`src/rtl/filter_phase_ctrl.sv`:
```
// Two-phase non-overlapping clock sequencer for one switched-capacitor slice,
// with once-per-period comparator capture, valid/ready delivery and event count.
module filter_phase_ctrl #(
    parameter int CNT_W = 8,
    parameter int DT_W  = 4,
    parameter int EVT_W = 16
) (
    input  logic             wb_clk_i,
    input  logic             wb_rstb_i,
    input  logic             en,
    input  logic             clr,
    input  logic [CNT_W-1:0] ph_width,
    input  logic [DT_W-1:0]  dead_time,
    input  logic             compout,
    input  logic             pol,
    input  logic             polxevent,
    output logic             phi1,
    output logic             phi2,
    output logic             phi1b,
    output logic             phi2b,
    output logic             busy,
    output logic             smp_valid,
    input  logic             smp_ready,
    output logic [2:0]       smp_data,
    output logic [EVT_W-1:0] evt_count,
    output logic             overrun
);

    localparam int C_W = (CNT_W > DT_W) ? CNT_W : DT_W;

    typedef enum logic [2:0] {IDLE, PH1, DT1, PH2, DT2} state_t;

    state_t             r_state;
    state_t             w_nextState;
    logic               w_load;
    logic [C_W-1:0]     r_cnt;
    logic [CNT_W-1:0]   r_w;
    logic [DT_W-1:0]    r_d;
    logic               r_en;
    logic [2:0]         r_sync1;
    logic [2:0]         r_sync2;
    logic               r_phi1;
    logic               r_phi2;
    logic               r_phi1b;
    logic               r_phi2b;
    logic               r_busy;
    logic               r_valid;
    logic [2:0]         r_data;
    logic [EVT_W-1:0]   r_evt;
    logic               r_overrun;
    logic               w_phEnd;
    logic               w_dtEnd;
    logic               w_capture;

    assign w_phEnd   = (r_cnt == C_W'(r_w));
    assign w_dtEnd   = (r_cnt == (C_W'(r_d) - C_W'(1)));
    assign w_capture = (r_state == DT2) && w_dtEnd;

    always_comb begin
        w_nextState = r_state;
        w_load      = 1'b0;
        case (r_state)
            IDLE: if (r_en) begin
                w_nextState = PH1;
                w_load      = 1'b1;
            end
            PH1: if (w_phEnd) w_nextState = DT1;
            DT1: if (w_dtEnd) w_nextState = PH2;
            PH2: if (w_phEnd) w_nextState = DT2;
            DT2: if (w_dtEnd) begin
                if (r_en) begin
                    w_nextState = PH1;
                    w_load      = 1'b1;
                end else begin
                    w_nextState = IDLE;
                end
            end
            default: w_nextState = IDLE;
        endcase
    end

    // Phase outputs are decoded from the next state so they switch with the state register.
    always_ff @(posedge wb_clk_i) begin
        if (!wb_rstb_i) begin
            r_state <= IDLE;
            r_cnt   <= '0;
            r_w     <= '0;
            r_d     <= DT_W'(1);
            r_en    <= 1'b0;
            r_phi1  <= 1'b0;
            r_phi2  <= 1'b0;
            r_phi1b <= 1'b1;
            r_phi2b <= 1'b1;
            r_busy  <= 1'b0;
        end else begin
            r_en    <= en;
            r_state <= w_nextState;
            r_cnt   <= (w_nextState != r_state) ? '0 : r_cnt + C_W'(1);
            if (w_load) begin
                r_w <= ph_width;
                r_d <= (dead_time == '0) ? DT_W'(1) : dead_time;
            end
            r_phi1  <= (w_nextState == PH1);
            r_phi2  <= (w_nextState == PH2);
            r_phi1b <= (w_nextState != PH1);
            r_phi2b <= (w_nextState != PH2);
            r_busy  <= (w_nextState != IDLE);
        end
    end

    always_ff @(posedge wb_clk_i) begin
        if (!wb_rstb_i) begin
            r_sync1   <= '0;
            r_sync2   <= '0;
            r_valid   <= 1'b0;
            r_data    <= '0;
            r_evt     <= '0;
            r_overrun <= 1'b0;
        end else begin
            r_sync1 <= {compout, pol, polxevent};
            r_sync2 <= r_sync1;
            if (w_capture) begin
                if (!r_valid || smp_ready) begin
                    r_data  <= r_sync2;
                    r_valid <= 1'b1;
                end
            end else if (r_valid && smp_ready) begin
                r_valid <= 1'b0;
            end
            // Dropped captures still count events; clr wins over a same-cycle update.
            if (clr) begin
                r_evt     <= '0;
                r_overrun <= 1'b0;
            end else begin
                if (w_capture && r_sync2[0] && !(&r_evt)) begin
                    r_evt <= r_evt + EVT_W'(1);
                end
                if (w_capture && r_valid && !smp_ready) begin
                    r_overrun <= 1'b1;
                end
            end
        end
    end

    assign phi1      = r_phi1;
    assign phi2      = r_phi2;
    assign phi1b     = r_phi1b;
    assign phi2b     = r_phi2b;
    assign busy      = r_busy;
    assign smp_valid = r_valid;
    assign smp_data  = r_data;
    assign evt_count = r_evt;
    assign overrun   = r_overrun;

endmodule

```
`config.mk`:
```
export PLATFORM = sky130hd
export DESIGN_NAME = filter_phase_ctrl
export DESIGN_NICKNAME = d
export VERILOG_FILES = /design/src/rtl/filter_phase_ctrl.sv
export SDC_FILE = /design/constraint.sdc
export NUM_CORES = 1
export LEC_CHECK = 0
export CORE_MARGIN = 4
export CORE_UTILIZATION = 50
export CTS_BUF_LIST = sky130_fd_sc_hd__clkbuf_4 sky130_fd_sc_hd__clkbuf_8 sky130_fd_sc_hd__clkbuf_16
export DETAILED_ROUTE_END_ITERATION = 6
export HOLD_SLACK_MARGIN = 0.06
export PLACE_DENSITY = 0.84
export SYNTH_ARGS = -nofsm -noshare
export SYNTH_HDL_FRONTEND = slang
export SYNTH_SLANG_ARGS = --single-unit
export TNS_END_PERCENT = 100
```
`constraint.sdc`:
```
create_clock -name wb_clk_i -period 5.4 [get_ports wb_clk_i]
set_clock_uncertainty 0.15 [all_clocks]
set_input_delay 0.81 -clock wb_clk_i [delete_from_list [all_inputs] [get_ports wb_clk_i]]
set_output_delay 0.81 -clock wb_clk_i [all_outputs]
set_load 0.1 [all_outputs]
```
==> reports/results.txt <==
Status: finished clean
Final core utilization: 0.6463
Post-DRT Antenna Nets: 0
Placeable Area: 4786 µm²
Worst skew pair latency: 0.31 ns
Met3 WL: 183 µm
IO Pins: 46
Drt wl/cell: 12.46 µm
Final total negative setup slack: 0 ns
Maximum vdd ir drop: 195.9 µV
Grt total ovfl: 0
DRC: 0
Synthesized Nets: 304
Leak Pwr: 0.001096 µW
Most frequent cells in the layout: 56 x dfxtp_1, 45 x clkdlybuf4s50_1, 23 x nor2_1, 21 x nand2_1, 16 x mux2i_1
Crit start category: flip-flop
Fillers: 426
Worst slew margin: 0.3483
1st-iter DRT viols: 109
EDFF count, synth: 0
Hold Crit Class: reg -> reg
Synth top area share: 0.4458
Worst setup path category: reg -> reg
Mapped cell area: 2515 µm²
Commonest non-fill, non-tap cell in the layout: dfxtp_1
Clock buffer count from CTS: 5
Endpoints failing hold: 0
CTS sink cnt: 56
WL met1: 2368 µm
Top layer in use: met4
Initial antenna violation count: 0
Tcrit/Tclk final: 0.5787
Slew Limit Fails: 0
Seq/Total Area, Yosys: 0.4458
Leading area contributor after synthesis: dfxtp_1
Post-CTS Hold Fix Bufs: 0
Worst Tran Pin Value: 0.9744 ns
Die Height: 78.92 µm
Cells after synthesis: 281
CTS tree: done
Met2 routed WL: 2175 µm
Global-route wire length before repair: 8335 µm
Port buffer count: 45
RSZ-0062 raised after global routing: no
Critical Path AT: 3.20 ns
RD Place Congestion: 0.7948
Async S/R FF share, synth: 0
Number of diodes: 0
Routed vias: 2,066
Worst-path clk slew: 0.10 ns
Die Span X: 78.92 µm
CTS root buf: clkbuf_8
Multi-input logic area: 1291 µm²
Largest net degree at the start of global routing: 33
Max-cap violations: 0
Initial Util: 0.5255
Fmax: 320.0 MHz
Pwr Density: 304.1 nW/µm²
Register bit total from synthesis: 56
Number of post-CTS setup repair buffers: 0
Final nets: 343
First-pass iteration count of the detailed router: 4
Post-DP HPWL: 3592 µm
Core Rows: 25
Cell variety after synth: 41
Drt via density: 5.325
Inst Count DP: 380
Layout cell share with drive strength beyond 1: 0.04050
Clk buf depth: 2
Area Overhead vs Synth: 22.99%
Post-CTS sizing: 0
Worst-path fanout max: 16
Synth top area cells: dfxtp_1 45%, mux2i_1 6.4%, xnor2_1 4.9%, nor2_1 3.4%, nand2_1 3.1%
Crit path time final: 3.125 ns
H-tree levels: 2
Total track usage: 0.1633
Vias in the first global route: 1,893
Non-Filler Instances: 388
Mapped Avg Cell Area: 8.950 µm²
FF/Latch Area: 1121 µm²
Full die area: 6228 µm²
CP required: 5.47 ns
Setup Viol. Count Final: 0
YS warnings: 0
Synth Flop Type: dfxtp_1
Routed wire length: 4835 µm
CP Capture Type: flip-flop
==> where the power goes <==
group	internal [µW]	switching (µW)	leakage, µW
Combinational	93.9	149	0.000597
Sequential	441	24.4	0.000456
Clock	104	129	0.0000434
Total	639	302	0.00110
==> area by class of cell <==
class	count	area share
well taps	67	0.02710
inverters	11	0.01335
flip-flops and latches	56	0.3625
clock inverters	2	0.004854
clock buffers	6	0.02670
multi-input cells	200	0.4175
repair buffers	46	0.1481
==> synthesized netlist by cell type (2+ instances only) <==
| cell type | number |
|---|---|
| nor4_1 | 3 |
| mux2i_1 | 16 |
| a21oi_1 | 10 |
| or4_1 | 5 |
| o211ai_1 | 6 |
| clkbuf_1 | 7 |
| clkbuf_2 | 2 |
| ha_1 | 3 |
| nor2b_1 | 12 |
| dfxtp_1 | 56 |
| inv_1 | 11 |
| a21boi_0 | 2 |
| buf_2 | 3 |
| a211o_1 | 2 |
| nand4_1 | 5 |
| o31ai_1 | 3 |
| and2_1 | 8 |
| o21ai_0 | 10 |
| nand3_1 | 12 |
| nor3_1 | 3 |
| xor2_1 | 9 |
| nor2_1 | 23 |
| and3_1 | 5 |
| nand2_1 | 21 |
| o31a_1 | 2 |
| nand2b_1 | 3 |
| xnor2_1 | 14 |
| or3_1 | 12 |
==> flip-flops by register name, summed over array words and instances, names as in the netlist <==
signal and flops:
r_w 8, phi1 1, r_sync2 3, r_d 4, phi2b 1, evt_count 16, r_state 3, busy 1
smp_valid 1, overrun 1, smp_data 3, phi1b 1, r_en 1, phi2 1, r_sync1 3, r_cnt 8
==> routing by layer <==
metal / global-route usage / up-vias
li1: - / 1058
met1: 0.2203 / 951
met2: 0.2581 / 48
met3: 0.02494 / 9
met4: 0.07388 / 0
met5: 0 / -
==> critical path: stages (launching register included) <==
cell and delay [ns]:
dfxtp_1 0.39, inv_1 0.06, ha_1 0.22, nor3b_1 0.16
or3_1 0.31, a211o_1 0.43, or3_1 0.63, or4_1 0.53
a21oi_1 0.16
==> metrics by stage <==
step	setup slack (ns)	hold WS (ns)	area (µm²)	total power, µW
finish	2.275	0.2918	3093	940.7
global route	2.035	0.3074	3093	992.5
CTS	2.275	0.2949	3093	948.6
detailed placement	1.965	0.2696	2995	716.5
global placement	2.059	0.2653	2995	711.2
floorplan	2.386	0.2619	2515	666.5
==> worst paths after layout <==
path | endpoint | slack [ns] | cells after the start | startpoint
min | r_sync2[0]$_SDFF_PN0_ | 0.29 | 1 | r_sync1[0]$_SDFF_PN0_
min reg2reg | r_sync2[0]$_SDFF_PN0_ | 0.29 | 1 | r_sync1[0]$_SDFF_PN0_
max | evt_count[14]$_SDFFE_PP0P_ | 2.28 | 8 | r_d[0]$_SDFFE_PN1P_
max reg2reg | evt_count[14]$_SDFFE_PP0P_ | 2.28 | 8 | r_d[0]$_SDFFE_PN1P_
==> logic make-up after synthesis <==
group / after synthesis / synth area share
and+or+nand+nor: 116 / 0.2423
DFF: 56 / 0.4458
AOI/OAI and AO/OA: 42 / 0.1104
buffers and inverters: 25 / 0.04278
xor gates and xnor gates: 23 / 0.08010
muxes: 16 / 0.06368
adders and majority gates: 3 / 0.01493
No activity file was read; power rests on OpenSTA's default activity.
